`config.mk`:
```
export PLATFORM = sky130hd
export DESIGN_NAME = segment_chaser_pwm
export DESIGN_NICKNAME = d
export VERILOG_FILES = /design/src/rtl/segment_chaser_pkg.sv /design/src/rtl/segment_chaser_pwm_channel.sv /design/src/rtl/segment_chaser_pwm.sv
export SDC_FILE = /design/constraint.sdc
export NUM_CORES = 1
export LEC_CHECK = 0
export CAP_MARGIN = 10
export CORE_ASPECT_RATIO = 0.5
export CORE_MARGIN = 3
export CORE_UTILIZATION = 45
export CTS_CLUSTER_DIAMETER = 60
export DETAILED_ROUTE_END_ITERATION = 16
export PLACE_DENSITY = 0.58
export SETUP_SLACK_MARGIN = 0.3
export SYNTH_ARGS = -nofsm -noshare
export SYNTH_HDL_FRONTEND = slang
export SYNTH_SLANG_ARGS = --single-unit
```
`constraint.sdc`:
```
create_clock -name clk -period 2 [get_ports clk]
set_input_delay 0.4 -clock clk [delete_from_list [all_inputs] [get_ports clk]]
set_output_delay 0.4 -clock clk [all_outputs]
set_load 0.02 [all_outputs]
```
`src/rtl/segment_chaser_pkg.sv`:
```
// Shared constants and types for the segment chaser: the default figure-8 path,
// the segment-index width helper, fade-mode encodings and the bounce direction type.
package segment_chaser_pkg;

    function automatic int seg_idx_w(input int num_seg);
        return (num_seg > 1) ? $clog2(num_seg) : 1;
    endfunction

    localparam int FIG8_STEPS = 8;
    localparam int FIG8_IDX_W = 3;

    // Path 0,1,6,4,3,2,6,5 with step 0 in the least significant bits.
    localparam logic [FIG8_STEPS*FIG8_IDX_W-1:0] SEG_FIG8_SEQ =
        {3'd5, 3'd6, 3'd2, 3'd3, 3'd4, 3'd6, 3'd1, 3'd0};

    localparam logic FADE_SHIFT  = 1'b0;
    localparam logic FADE_LINEAR = 1'b1;

    // Up encodes as zero so that a cleared register means "up".
    typedef enum logic {
        DIR_UP   = 1'b0,
        DIR_DOWN = 1'b1
    } bounce_dir_e;

endpackage

```
`src/rtl/segment_chaser_pwm_channel.sv`:
```
// One display segment: brightness register with head/clear/decay priority,
// followed by a registered PWM compare against the shared counter.
module seg_pwm_channel
    import segment_chaser_pkg::*;
#(
    parameter int FADE_WIDTH = 4
) (
    input  logic                  clk,
    input  logic                  reset,
    input  logic                  is_head_i,
    input  logic                  tail_en_i,
    input  logic                  fade_tick_i,
    input  logic                  fade_mode_i,
    input  logic [FADE_WIDTH-1:0] pwm_cnt_i,
    output logic                  led_o
);

    logic [FADE_WIDTH-1:0] bright_q, bright_d;
    logic                  led_q;

    always_comb begin
        bright_d = bright_q;
        if (is_head_i) begin
            bright_d = '1;
        end else if (!tail_en_i) begin
            bright_d = '0;
        end else if (fade_tick_i) begin
            case (fade_mode_i)
                FADE_LINEAR: bright_d = (bright_q == '0) ? '0 : bright_q - 1'b1;
                FADE_SHIFT:  bright_d = bright_q >> 1;
            endcase
        end
    end

    // Strict compare: full scale is dark for one count, zero is never lit.
    always_ff @(posedge clk) begin
        if (reset) begin
            bright_q <= '0;
            led_q    <= 1'b0;
        end else begin
            bright_q <= bright_d;
            led_q    <= (bright_q > pwm_cnt_i);
        end
    end

    assign led_o = led_q;

endmodule

```
`src/rtl/segment_chaser_pwm.sv`:
```
// Seven-segment chaser: a lit head walks a programmable segment path at a
// selectable rate (wrap or ping-pong), leaving a PWM-faded tail behind it.
module segment_chaser_pwm
    import segment_chaser_pkg::*;
#(
    parameter int NUM_SEG        = 7,
    parameter int STEP_COUNT     = 8,
    localparam int SEG_IDX_W     = seg_idx_w(NUM_SEG),
    parameter logic [STEP_COUNT*SEG_IDX_W-1:0] SEQ = SEG_FIG8_SEQ,
    parameter int FADE_WIDTH     = 4,
    parameter int PRESCALE_WIDTH = 23,
    parameter int FADE_DIV_WIDTH = 22,
    localparam int POS_W         = $clog2(STEP_COUNT)
) (
    input  logic               clk,
    input  logic               reset,
    input  logic [2:0]         speed,
    input  logic               direction,
    input  logic               bounce,
    input  logic               tail_en,
    input  logic               fade_linear,
    input  logic               pause,
    input  logic               invert,
    output logic [NUM_SEG-1:0] led_out,
    output logic [POS_W-1:0]   pos,
    output logic               step_pulse
);

    localparam logic [POS_W-1:0] LAST_POS = POS_W'(STEP_COUNT - 1);

    for (genvar k = 0; k < STEP_COUNT; k++) begin : g_seq_check
        if (int'(SEQ[k*SEG_IDX_W +: SEG_IDX_W]) >= NUM_SEG) begin : g_bad_entry
            $error("segment_chaser_pwm: SEQ entry %0d names a segment that does not exist", k);
        end
    end

    logic [2:0] speed_q;
    logic       direction_q, bounce_q, bounce_d1_q, tail_en_q, fade_linear_q, pause_q, invert_q;

    always_ff @(posedge clk) begin
        if (reset) begin
            speed_q       <= '0;
            direction_q   <= 1'b0;
            bounce_q      <= 1'b0;
            bounce_d1_q   <= 1'b0;
            tail_en_q     <= 1'b0;
            fade_linear_q <= 1'b0;
            pause_q       <= 1'b0;
            invert_q      <= 1'b0;
        end else begin
            speed_q       <= speed;
            direction_q   <= direction;
            bounce_q      <= bounce;
            bounce_d1_q   <= bounce_q;
            tail_en_q     <= tail_en;
            fade_linear_q <= fade_linear;
            pause_q       <= pause;
            invert_q      <= invert;
        end
    end

    // A >= compare lets a mid-count speed decrease wrap at once instead of overrunning.
    logic [PRESCALE_WIDTH-1:0] presc_q, presc_d, presc_limit;
    logic                      step_tick;

    assign presc_limit = {speed_q, {(PRESCALE_WIDTH-3){1'b1}}};

    always_comb begin
        presc_d   = presc_q;
        step_tick = 1'b0;
        if (!pause_q) begin
            if (presc_q >= presc_limit) begin
                presc_d   = '0;
                step_tick = 1'b1;
            end else begin
                presc_d = presc_q + 1'b1;
            end
        end
    end

    logic [POS_W-1:0] pos_q, pos_d;
    bounce_dir_e      bounce_dir_q, bounce_dir_d, dir_eff;
    logic             step_pulse_q;

    always_comb begin
        dir_eff = bounce_dir_q;
        if (bounce_q && !bounce_d1_q) begin
            dir_eff = direction_q ? DIR_UP : DIR_DOWN;
        end
        bounce_dir_d = dir_eff;
        pos_d        = pos_q;
        if (step_tick) begin
            if (bounce_q) begin
                if (dir_eff == DIR_UP) begin
                    if (pos_q == LAST_POS) begin
                        pos_d        = pos_q - 1'b1;
                        bounce_dir_d = DIR_DOWN;
                    end else begin
                        pos_d = pos_q + 1'b1;
                    end
                end else begin
                    if (pos_q == '0) begin
                        pos_d        = POS_W'(1);
                        bounce_dir_d = DIR_UP;
                    end else begin
                        pos_d = pos_q - 1'b1;
                    end
                end
            end else if (direction_q) begin
                pos_d = (pos_q == LAST_POS) ? '0 : pos_q + 1'b1;
            end else begin
                pos_d = (pos_q == '0) ? LAST_POS : pos_q - 1'b1;
            end
        end
    end

    logic [FADE_DIV_WIDTH-1:0] fade_div_q;
    logic [FADE_WIDTH-1:0]     pwm_cnt_q;
    logic                      fade_tick;

    assign fade_tick = &fade_div_q;

    // step_pulse qualifies pos: it is high exactly in the first cycle pos shows a new value.
    always_ff @(posedge clk) begin
        if (reset) begin
            presc_q      <= '0;
            pos_q        <= '0;
            bounce_dir_q <= DIR_UP;
            step_pulse_q <= 1'b0;
            fade_div_q   <= '0;
            pwm_cnt_q    <= '0;
        end else begin
            presc_q      <= presc_d;
            pos_q        <= pos_d;
            bounce_dir_q <= bounce_dir_d;
            step_pulse_q <= step_tick;
            fade_div_q   <= fade_div_q + 1'b1;
            pwm_cnt_q    <= pwm_cnt_q + 1'b1;
        end
    end

    logic [SEG_IDX_W-1:0] head_idx;
    logic [NUM_SEG-1:0]   led_reg;

    assign head_idx = SEQ[int'(pos_q)*SEG_IDX_W +: SEG_IDX_W];

    for (genvar s = 0; s < NUM_SEG; s++) begin : g_chan
        seg_pwm_channel #(
            .FADE_WIDTH (FADE_WIDTH)
        ) u_chan (
            .clk         (clk),
            .reset       (reset),
            .is_head_i   (head_idx == SEG_IDX_W'(s)),
            .tail_en_i   (tail_en_q),
            .fade_tick_i (fade_tick),
            .fade_mode_i (fade_linear_q),
            .pwm_cnt_i   (pwm_cnt_q),
            .led_o       (led_reg[s])
        );
    end

    assign led_out    = led_reg ^ {NUM_SEG{invert_q}};
    assign pos        = pos_q;
    assign step_pulse = step_pulse_q;

endmodule

```
### Word level (Yosys, flattened, before mapping)

Index checks and enable logic that the tools add are counted.

* add/subtract/negate cells: 12
* $mul: 1
* $lt $le $gt $ge: 8
* eq/ne operators: 14
* shifts and indexed selects: 1
* multiplexer cells: 52
* bitwise gates (word level): 2
* reductions and logical operators: 12

Operator list (number)
* two-way mux 4 bit: 28
* case mux 4 bit (2 select lines): 7
* greater-than comparator 4 bit: 7
* zero test 4 bit: 7
* subtractor 4 x 1 -> 4 bit, second input constant: 7
* variable part select 24 x 6 -> 3 bit, first input constant: 1
* adder 23 x 1 -> 23 bit, second input constant: 1
* greater-or-equal comparator 23 bit: 1
* two-way mux 23 bit: 1
* adder 22 x 1 -> 22 bit, second input constant: 1
* AND reduction 22 bit: 1
* two-way mux 3 bit: 7
* != test 3 x 1 -> 1 bit, second input constant: 7
* == test 3 bit, second input constant: 4
* two-way mux 1 bit: 9
* bitwise XOR 7 bit: 1
* == test 3 x 2 -> 1 bit, second input constant: 2
* zero test 3 bit: 2
* multiplier 3 x 2 -> 5 bit, second input constant: 1
* adder 4 x 1 -> 4 bit, second input constant: 1
* adder 3 x 1 -> 3 bit, second input constant: 1
* == test 3 x 1 -> 1 bit, second input constant: 1
* subtractor 3 x 1 -> 3 bit, second input constant: 1
* logical AND 1 bit: 1
* other kinds (2): 2

* register bits after elaboration: 99
* bits of input ports: 11
* output and inout bits: 11
* word-level logic and storage cells: 130

### Logic depth before layout (Yosys ltp)

Gate-level depths: netlist of the first run.

* depth after elaboration: 6
* depth in mapped cells: 9

### Cells and area by module

From an unflattened synthesis of the first run, not the netlist that was laid out.

* cells, all modules: 653
* area total of the unflattened synthesis: 5569.1 um^2

By module, submodules not included
* segment_chaser_pwm: instances 1, cells an instance 331, area an instance 2967.8 um^2
* seg_pwm_channel: instances 7, cells an instance 46, area an instance 371.6 um^2

### Worst setup path after synthesis of the first run

No wires, ideal clock.

* path kind: register to register
* start point: reg fade_div_q[0]
* end point: reg g_chan[3].u_chan.bright_q[2]
* data arrival time: 1.733 ns
* slack: 0.141 ns
* stages on the path, launching flop included: 10
* cells stage by stage: dfxtp_1 ha_1 and3_1 buf_4 nand3_4 nor4_4 buf_6 buf_12 mux2i_1 o21ai_2

* longest elaborated chain between the ends: 2

RTL lines
* start, declared: RTL line segment_chaser_pwm.sv:117 `logic [FADE_DIV_WIDTH-1:0] fade_div_q;`
* start signal, assigned: RTL line segment_chaser_pwm.sv:137 `fade_div_q <= fade_div_q + 1'b1;`
* AND reduction 22 bit: RTL line segment_chaser_pwm.sv:121 `assign fade_tick = &fade_div_q;`
* != test 3 x 1 -> 1 bit (no source line)
* end signal, assigned: RTL line segment_chaser_pwm_channel.sv:41 `bright_q <= bright_d;`
* end, declared: RTL line segment_chaser_pwm_channel.sv:18 `logic [FADE_WIDTH-1:0] bright_q, bright_d;`

No other way between the ends.
A chain may end at the register's enable or synchronous reset.

### Worst setup path in the final report of the first run

* start point: reg fade_div_q[14]
* end point: reg g_chan[1].u_chan.bright_q[0]

* longest elaborated chain between the ends: 2

RTL lines (RTL line)
* AND reduction 22 bit: segment_chaser_pwm.sv:121
* != test 3 x 1 -> 1 bit (no source line)
* end signal, assigned: segment_chaser_pwm_channel.sv:41
* end, declared: segment_chaser_pwm_channel.sv:18

No other way between the ends.

==> flow_metrics.tcl, run 1 <==
set metrics [dict create \
    start_util 0.481 \
    path_max_fanout 7 \
    syn-num-nets 684 \
    place_ws_ns 0.111 \
    seq_power_share 0.484 \
    hold_viol 0 \
    synth_area_per_cell_um2 8.83 \
    combPwrFrac 0.092 \
    hp-class "in2reg" \
    worstSetupPathType "reg2reg" \
    worst_slew_pin_slew_ns 0.537 \
    switching_share 0.245 \
    worstPathRequired_ns 2.23 \
    final_common_cell "dfxtp_1" \
    die_h_um 84.4 \
    ios 22 \
    slew_headroom 0.642 \
    rr_startpoint "fade_div_q[14]$_SDFF_PP0_" \
    die_w_um 163 \
    yosys.area.top_type_share 0.358 \
    crit_arrival_ns 1.98 \
    fin_skew_ns 0.00966 \
    drt_iter0_markers 223 \
    synth-compound-area-share 0.128 \
    dieArea_um2 13700 \
    r2r_setup_slack_ns 0.25 \
    clk_latency_ns 0.34 \
    layout-drive-gt1-share 0.158 \
    grt_pass1_vias 4129 \
    synth-adder-area-share 0.106 \
    synthMuxAreaShare 0.0729 \
    cts_tree "done" \
    dpl-instance-area_um2 5920 \
    clkSlewWorstSetupHoldPaths_ns 0.07 \
    grt_max_degree 50 \
    clk_root_buffer_cell "clkbuf_16" \
    hpwl_um 7350 \
    max_freq_mhz 572 \
    worst_slack_ns 0.251 \
    syn_to_final_growth_pct 19.9 \
    core_um2 11500 \
    async_flop_share 0 \
    htree_levels 3 \
    synth_xor_area_frac 0.0792 \
    period_needed_ns 1.75 \
    overflow 0 \
    synth-edff-count 0 \
    switchingPower_mw 1.05 \
    slew_violations 0 \
    synth_seq_cells 99 \
    synth_top_family_by_area "simple AND/OR/NAND/NOR gates" \
    grt.total_usage 0.175 \
    period_share 0.874 \
    tns_ns 0 \
    synth-main-ff-cell "dfxtp_1" \
    syn_inst 626 \
    portBuffers 21 \
    status "finished, final reports clean" \
    gp_congestion 0.798 \
    cts_buffer_depth 2 \
    synth.cell_area_um2 5530 \
    p_per_area_nw_per_um2 643 \
    wl_um 11800 \
    stdcell_area_um2 6630 \
    wl_per_cell_um 14.2 \
    drtPass1Iterations 4 \
    crit_start "fade_div_q[14]$_SDFF_PP0_" \
    vias_per_cell 5.24 \
    regToRegEndpoint "g_chan[1].u_chan.bright_q[0]$_SDFFE_PP0P_" \
    grt_pass1_wl_um 19700 \
    cp-end-kind "flip-flop" \
    ys_warn_count 0 \
    synth_area_leaders "dfxtp_1, ha_1, mux2i_1" \
    dr_total_vias 4361 \
    synth_top_area_cell "dfxtp_1" \
    endpoint "g_chan[1].u_chan.bright_q[0]$_SDFFE_PP0P_" \
    start_kind "flip-flop" \
    p_int_mw 3.22 \
    rsz0062_at_grt "true" \
    nNetsFinal 726 \
    antenna_found_initial 0 \
    synth.distinct_cells 53 \
    antenna_left 0 \
    layout_common_cells "dfxtp_1, nor2_1, ha_1, mux2i_1, xor2_1" \
    clockPowerShare 0.424 \
    vdd_ir_drop_max_mv 0.348 \
    ys_seq_area_frac 0.358 \
    numClockSinks 99 \
    synth_simple_gate_area_share 0.205 \
    cap_violations 0 \
    fp-row-count 27 \
    numCtsBuffers 9 \
    diodes 0 \
    worstRegToRegCells 8 \
    drc_errors 0 \
    leakagePower_nw 2.62 \
    setup_violations 0 \
]
Yosys cell counts (all sizes together) (2+ instances only):
master	n
nor2b	26
o21ai	55
nand2	28
nand3b	2
o311ai	6
nand4	8
o2bb2ai	7
xnor2	17
mux2i	38
nand3	22
mux2	2
inv	35
nor3b	2
and2	2
xor2	33
a21o	2
nor3	15
nor4	2
a41o	7
nand2b	17
and4	4
a211oi	4
nor2	72
buf	10
a21oi	26
ha	47
dfxtp	99
clkbuf	14
or3	3
and3	8
critical path, cell delays in order (launching register included):
cell and delay [ns]:
dfxtp_2 0.34, and4_4 0.23, nand3_2 0.12, nor4_4 0.24, buf_6 0.17, buf_6 0.10
buf_12 0.13, mux2i_2 0.22, o21ai_1 0.07
logic make-up after synthesis:
logic type / count (synthesis)
adders and majority gates: 47
and+or+nand+nor: 216
xor gates and xnor gates: 50
AOI/OAI and AO/OA: 115
muxes: 40
buffers and inverters: 59
DFF: 99
how the worst min path moves through the flow:
stage	startpoint	to	depth (start not counted)
floorplan	fade_div_q[0]$_SDFF_PP0_	fade_div_q[0]$_SDFF_PP0_	1
global placement	fade_div_q[0]$_SDFF_PP0_	fade_div_q[0]$_SDFF_PP0_	1
detailed placement	fade_div_q[0]$_SDFF_PP0_	fade_div_q[0]$_SDFF_PP0_	1
CTS	reset	fade_div_q[9]$_SDFF_PP0_	2
global route	reset	fade_div_q[10]$_SDFF_PP0_	2
finish	reset	fade_div_q[9]$_SDFF_PP0_	2
sequential cells by signal (all words and copies together) (netlist names):
signal / flops
bounce_d1_q: 1
direction_q: 1
g_chan.u_chan.led_o: 7
pause_q: 1
speed_q: 3
presc_q: 23
pos: 3
fade_linear_q: 1
bounce_q: 1
invert_q: 1
bounce_dir_q: 1
tail_en_q: 1
fade_div_q: 22
g_chan.u_chan.bright_q: 28
step_pulse: 1
pwm_cnt_q: 4
power groups by stage:
| stage | logic (mW) | registers [mW] | clock network [mW] |
|---|---|---|---|
| after floorplan | 0.252 | 2.09 | 0 |
| after global placement | 0.365 | 2.11 | 0 |
| after detailed placement | 0.369 | 2.11 | 0 |
| after CTS | 0.371 | 2.06 | 1.86 |
| after global routing | 0.442 | 2.07 | 1.93 |
| final | 0.392 | 2.06 | 1.81 |
metal layers:
metal | routed length, um | track usage
met1 | 6070 | 0.234
met2 | 5350 | 0.291
met3 | 291 | 0.0384
met4 | 98 | 0.0391
met5 | 0 | 0
through the flow:
step | hold slack (ns) | util | power [mW] | instances
floorplan | 0.428 | - | 2.34 | 626
global placement | 0.444 | 0.515 | 2.47 | 793
detailed placement | 0.451 | 0.515 | 2.48 | 793
CTS | 0.457 | 0.558 | 4.29 | 822
global route | 0.472 | 0.577 | 4.44 | 832
finish | 0.457 | 0.577 | 4.26 | 832
layout make-up:
cell class,instances,area (um2)
multi-input cells,471,3450
flip-flops and latches,99,2010
fillers,1080,4850
well taps,159,199
repair buffers,52,528
clock inverters,6,70.1
clock buffers,10,239
inverters,35,135
timing repair:
| item | 4_1_cts | 5_1_grt |
|---|---|---|
| resized for setup | 29 | 48 |
| pin swaps | 2 | 7 |
| setup buffers | 10 | 7 |
| endpoints found under the setup margin | 62 | 68 |
| gates cloned | 3 | 3 |
| hold buffers | 0 | 0 |
No activity file was read; power rests on OpenSTA's default activity.
==> run 2: changes to the inputs <==
Settings changed: PLACE_DENSITY 0.58 to unset, PLACE_DENSITY_LB_ADDON set to 0.1.
==> flow_metrics.tcl, run 2 (synthesized netlist as in run 1, its figures left out) <==
set metrics [dict create \
    antenna_left 0 \
    vdd_ir_drop_max_mv 0.403 \
    cts_tree "done" \
    worstSetupPathType "reg2reg" \
    start_kind "flip-flop" \
    layout-drive-gt1-share 0.149 \
    fin_cells 828 \
    min_path_cells 2 \
    drtPass1Iterations 4 \
    leakagePower_nw 2.56 \
    diodes 0 \
    clkSlewWorstSetupHoldPaths_ns 0.07 \
    wl_per_cell_um 13.6 \
    vias_per_cell 5.19 \
    p_total_mw 4.22 \
    regMostFlops "g_chan.u_chan.bright_q" \
    ios 22 \
    clk_root_buffer_cell "clkbuf_16" \
    core_um2 11500 \
    antenna_found_initial 0 \
    multi_input_area_um2 3430 \
    worstPathRequired_ns 2.23 \
    drc_errors 0 \
    top_usage_layer "met2" \
    grt_pass1_vias 3942 \
    worst_slew_pin_slew_ns 0.514 \
    numClockSinks 99 \
    period_needed_ns 1.77 \
    setup_violations 0 \
    fin_hold_ws_ns 0.350 \
    die_w_um 163 \
    grt_use_met1 0.230 \
    dr_total_vias 4301 \
    fill_cells 1071 \
    reg_top3 "g_chan.u_chan.bright_q x28, presc_q x23, fade_div_q x22" \
    wl_um 11300 \
    rsz0062_at_grt "true" \
    die_h_um 84.4 \
    gp_congestion 0.789 \
    cp-end-kind "flip-flop" \
    path_max_fanout 7 \
    nNetsFinal 722 \
    hold_path_startpoint "reset" \
    layout_common_cells "dfxtp_1, nor2_1, ha_1, mux2i_1" \
    clk_latency_ns 0.34 \
    syn_to_final_growth_pct 17.9 \
    final_common_cell "dfxtp_1" \
    slew_violations 0 \
    seqCellArea_um2 2010 \
    crit_start "fade_div_q[16]$_SDFF_PP0_" \
    grt.total_usage 0.167 \
    hpwl_um 7100 \
    hp-class "in2reg" \
    start_util 0.481 \
    crit_arrival_ns 2.00 \
    placed_cells 792 \
    dieArea_um2 13700 \
    overflow 0 \
    cts_buffer_depth 2 \
    period_share 0.884 \
    rr_startpoint "fade_div_q[16]$_SDFF_PP0_" \
    met3_usage 0.0532 \
    fin_skew_ns 0.00902 \
    portBuffers 21 \
    cap_violations 0 \
    p_per_area_nw_per_um2 648 \
    largest_reg_flops 28 \
    use_met2 0.263 \
    worstRegToRegCells 8 \
    max_freq_mhz 566 \
    drt_iter0_markers 127 \
    htree_levels 3 \
    tns_ns 0 \
    grt_pass1_wl_um 18900 \
    fp-row-count 27 \
    slew_headroom 0.657 \
    status "finished, final reports clean" \
    grt_max_degree 50 \
    hold_viol 0 \
    numCtsBuffers 9 \
]
run 2: cell count changes in the layout (fill, tap and decap cells not counted), moves of 3 or more:
cell / previous run / this run
buf_2: 1 / 7
clkbuf_2: 6 / 0
buf_12: 4 / 1
inv_6: 3 / 0
run 2: layer usage:
layer / up-vias / share of wire
met5: - / 0
met4: 0 / 0.012
met3: 15 / 0.026
met2: 39 / 0.44
met1: 1982 / 0.52
li1: 2265 / -
run 2: path summary, 6_finish.rpt:
check,end,slack [ns]
max,g_chan[5].u_chan.bright_q[0]$_SDFFE_PP0P_,0.23
min,direction_q$_SDFF_PP0_,0.35
max reg2reg,g_chan[5].u_chan.bright_q[0]$_SDFFE_PP0P_,0.23
min reg2reg,presc_q[15]$_SDFFE_PP0N_,0.51
run 2: repair_timing:
item	4_1_cts	5_1_grt
pin swaps	1	5
setup buffers	9	6
setup endpoints to repair	63	64
hold buffers	0	0
gates resized for setup	41	37
gates cloned	3	2
run 2: report_power, final:
part / switching, mW / internal [mW]
combinational: 0.205 / 0.167
sequential: 0.0387 / 2.02
clock: 0.780 / 1.02
run 2: critical path: stages (launching register included):
cell,delay (ns)
dfxtp_2,0.35
and4_4,0.23
nand3_2,0.11
nor4_4,0.24
buf_6,0.18
buf_6,0.11
buf_12,0.12
mux2i_2,0.22
o21ai_1,0.07
run 2: layout make-up:
type                       instances  area share
inverter                          35      0.0202
clock inverter                     6      0.0113
multi-input combinational        471       0.527
tap                              159      0.0305
sequential                        99       0.308
timing repair buffer              48      0.0666
clock buffer                      10      0.0367
run 2: per-stage QoR:
stage / setup slack (ns) / area [um2] / util
4_1_cts: 0.210 / 6380 / 0.556
2_1_floorplan: 0.301 / 5550 / -
6_report: 0.232 / 6520 / 0.567
5_1_grt: 0.129 / 6520 / 0.567
3_3_place_gp: 0.183 / 5900 / 0.513
3_5_place_dp: 0.147 / 5900 / 0.513
==> run 3: changes to the inputs <==
Settings changed: CTS_BUF_LIST set to sky130_fd_sc_hd__clkbuf_16.
==> flow_metrics.tcl, run 3 (synthesized netlist as in run 1, its figures left out) <==
set metrics [dict create \
    status "finished, final reports clean" \
    syn_to_final_growth_pct 17.7 \
    grt_pass1_wl_um 18900 \
    vias_per_cell 5.21 \
    cts_tree "done" \
    cp-end-kind "flip-flop" \
    clk_latency_ns 0.35 \
    slew_violations 0 \
    clkSlewWorstSetupHoldPaths_ns 0.07 \
    reg_top3 "g_chan.u_chan.bright_q x28, presc_q x23, fade_div_q x22" \
    p_total_mw 4.19 \
    grt_max_degree 50 \
    tns_ns 0 \
    final_common_cell "dfxtp_1" \
    fill_cells 1073 \
    dr_total_vias 4315 \
    overflow 0 \
    worstPathRequired_ns 2.23 \
    cap_violations 0 \
    ios 22 \
    numCtsBuffers 9 \
    worstSetupPathType "reg2reg" \
    max_freq_mhz 566 \
    period_needed_ns 1.77 \
    drtPass1Iterations 4 \
    crit_arrival_ns 1.99 \
    wl_um 11400 \
    grt.total_usage 0.167 \
    diodes 0 \
    period_share 0.883 \
    grt_pass1_vias 3940 \
    nNetsFinal 722 \
    largest_reg_flops 28 \
    drt_iter0_markers 157 \
    htree_levels 3 \
    wl_per_cell_um 13.7 \
    start_kind "flip-flop" \
    regMostFlops "g_chan.u_chan.bright_q" \
    antenna_found_initial 0 \
    path_max_fanout 7 \
    rsz0062_at_grt "true" \
    fp-row-count 27 \
    antenna_left 0 \
    slew_headroom 0.652 \
    leakagePower_nw 2.56 \
    portBuffers 21 \
    p_per_area_nw_per_um2 644 \
    cts-hold-fix-buffers 0 \
    layout_common_cells "dfxtp_1, nor2_1, ha_1, mux2i_1" \
    die_w_um 163 \
    drc_errors 0 \
    start_util 0.481 \
    worst_slew_pin_slew_ns 0.521 \
    seqCellArea_um2 2010 \
    clk_root_buffer_cell "clkbuf_16" \
    multi_input_area_um2 3430 \
    setup_violations 0 \
    hp-class "in2reg" \
    core_um2 11500 \
    layout-drive-gt1-share 0.148 \
    numClockSinks 99 \
    vdd_ir_drop_max_mv 0.393 \
    die_h_um 84.4 \
    gp_congestion 0.789 \
    fin_skew_ns 0.0101 \
    hpwl_um 7100 \
    cts_buffer_depth 2 \
    hold_viol 0 \
    dieArea_um2 13700 \
]
run 3: cell types whose count changed in the layout (fill, tap and decap cells not counted), sizes merged:
cell,before,now
clkbuf,10,9
clkinv,2,3
run 3: worst max-delay path, cell delays in order (launching register included):
cell and delay (ns):
dfxtp_2 0.35, and4_4 0.23, nand3_2 0.12, nor4_4 0.24, buf_6 0.18, buf_6 0.11, buf_12 0.12, mux2i_2 0.22
o21ai_1 0.07
run 3: metal layers:
metal  share of wire  up-vias  routed length (um)  global-route usage
met5               0        -                   0                   0
met2            0.44       43                5000               0.263
li1                -     2270                   -                   -
met3           0.027       11                 305              0.0532
met1            0.52     1991                5970               0.231
met4          0.0085        0                  97              0.0253
run 3: repair_timing:
| action | 4_1_cts | 5_1_grt |
|---|---|---|
| setup endpoints to repair | 63 | 64 |
| pin swaps | 1 | 5 |
| buffers inserted | 9 | 6 |
| gates cloned | 3 | 2 |
| resized for setup | 41 | 37 |
| hold endpoints to repair | 0 | 0 |
run 3: path summary, 6_finish.rpt:
kind,from,endpoint,slack [ns],cells past startpoint
max,fade_div_q[16]$_SDFF_PP0_,g_chan[5].u_chan.bright_q[0]$_SDFFE_PP0P_,0.23,8
min,reset,direction_q$_SDFF_PP0_,0.35,2
max reg2reg,fade_div_q[16]$_SDFF_PP0_,g_chan[5].u_chan.bright_q[0]$_SDFFE_PP0P_,0.23,8
min reg2reg,presc_q[15]$_SDFFE_PP0N_,presc_q[15]$_SDFFE_PP0N_,0.51,2
run 3: where the power goes:
part	internal, mW	switching [mW]	total [mW]
registers	2.02	0.0391	2.06
clock network	0.979	0.783	1.76
logic	0.167	0.206	0.373
total	3.16	1.03	4.19
run 3: layout make-up:
type                            count  area share
Sequential cell                    99       0.309
Clock buffer                        9      0.0346
Multi-Input combinational cell    471       0.527
Clock inverter                      7      0.0119
Inverter                           35      0.0202
Tap cell                          159      0.0306
Timing Repair Buffer               48      0.0667
run 3: per-stage QoR:
step | setup WS, ns | utilization | instances | hold WS, ns | area (um2)
2_1_floorplan | 0.301 | - | 626 | 0.428 | 5550
3_3_place_gp | 0.183 | 0.513 | 792 | 0.444 | 5900
3_5_place_dp | 0.147 | 0.513 | 792 | 0.455 | 5900
4_1_cts | 0.210 | 0.555 | 820 | 0.341 | 6370
5_1_grt | 0.129 | 0.567 | 828 | 0.379 | 6510
6_report | 0.234 | 0.567 | 828 | 0.352 | 6510
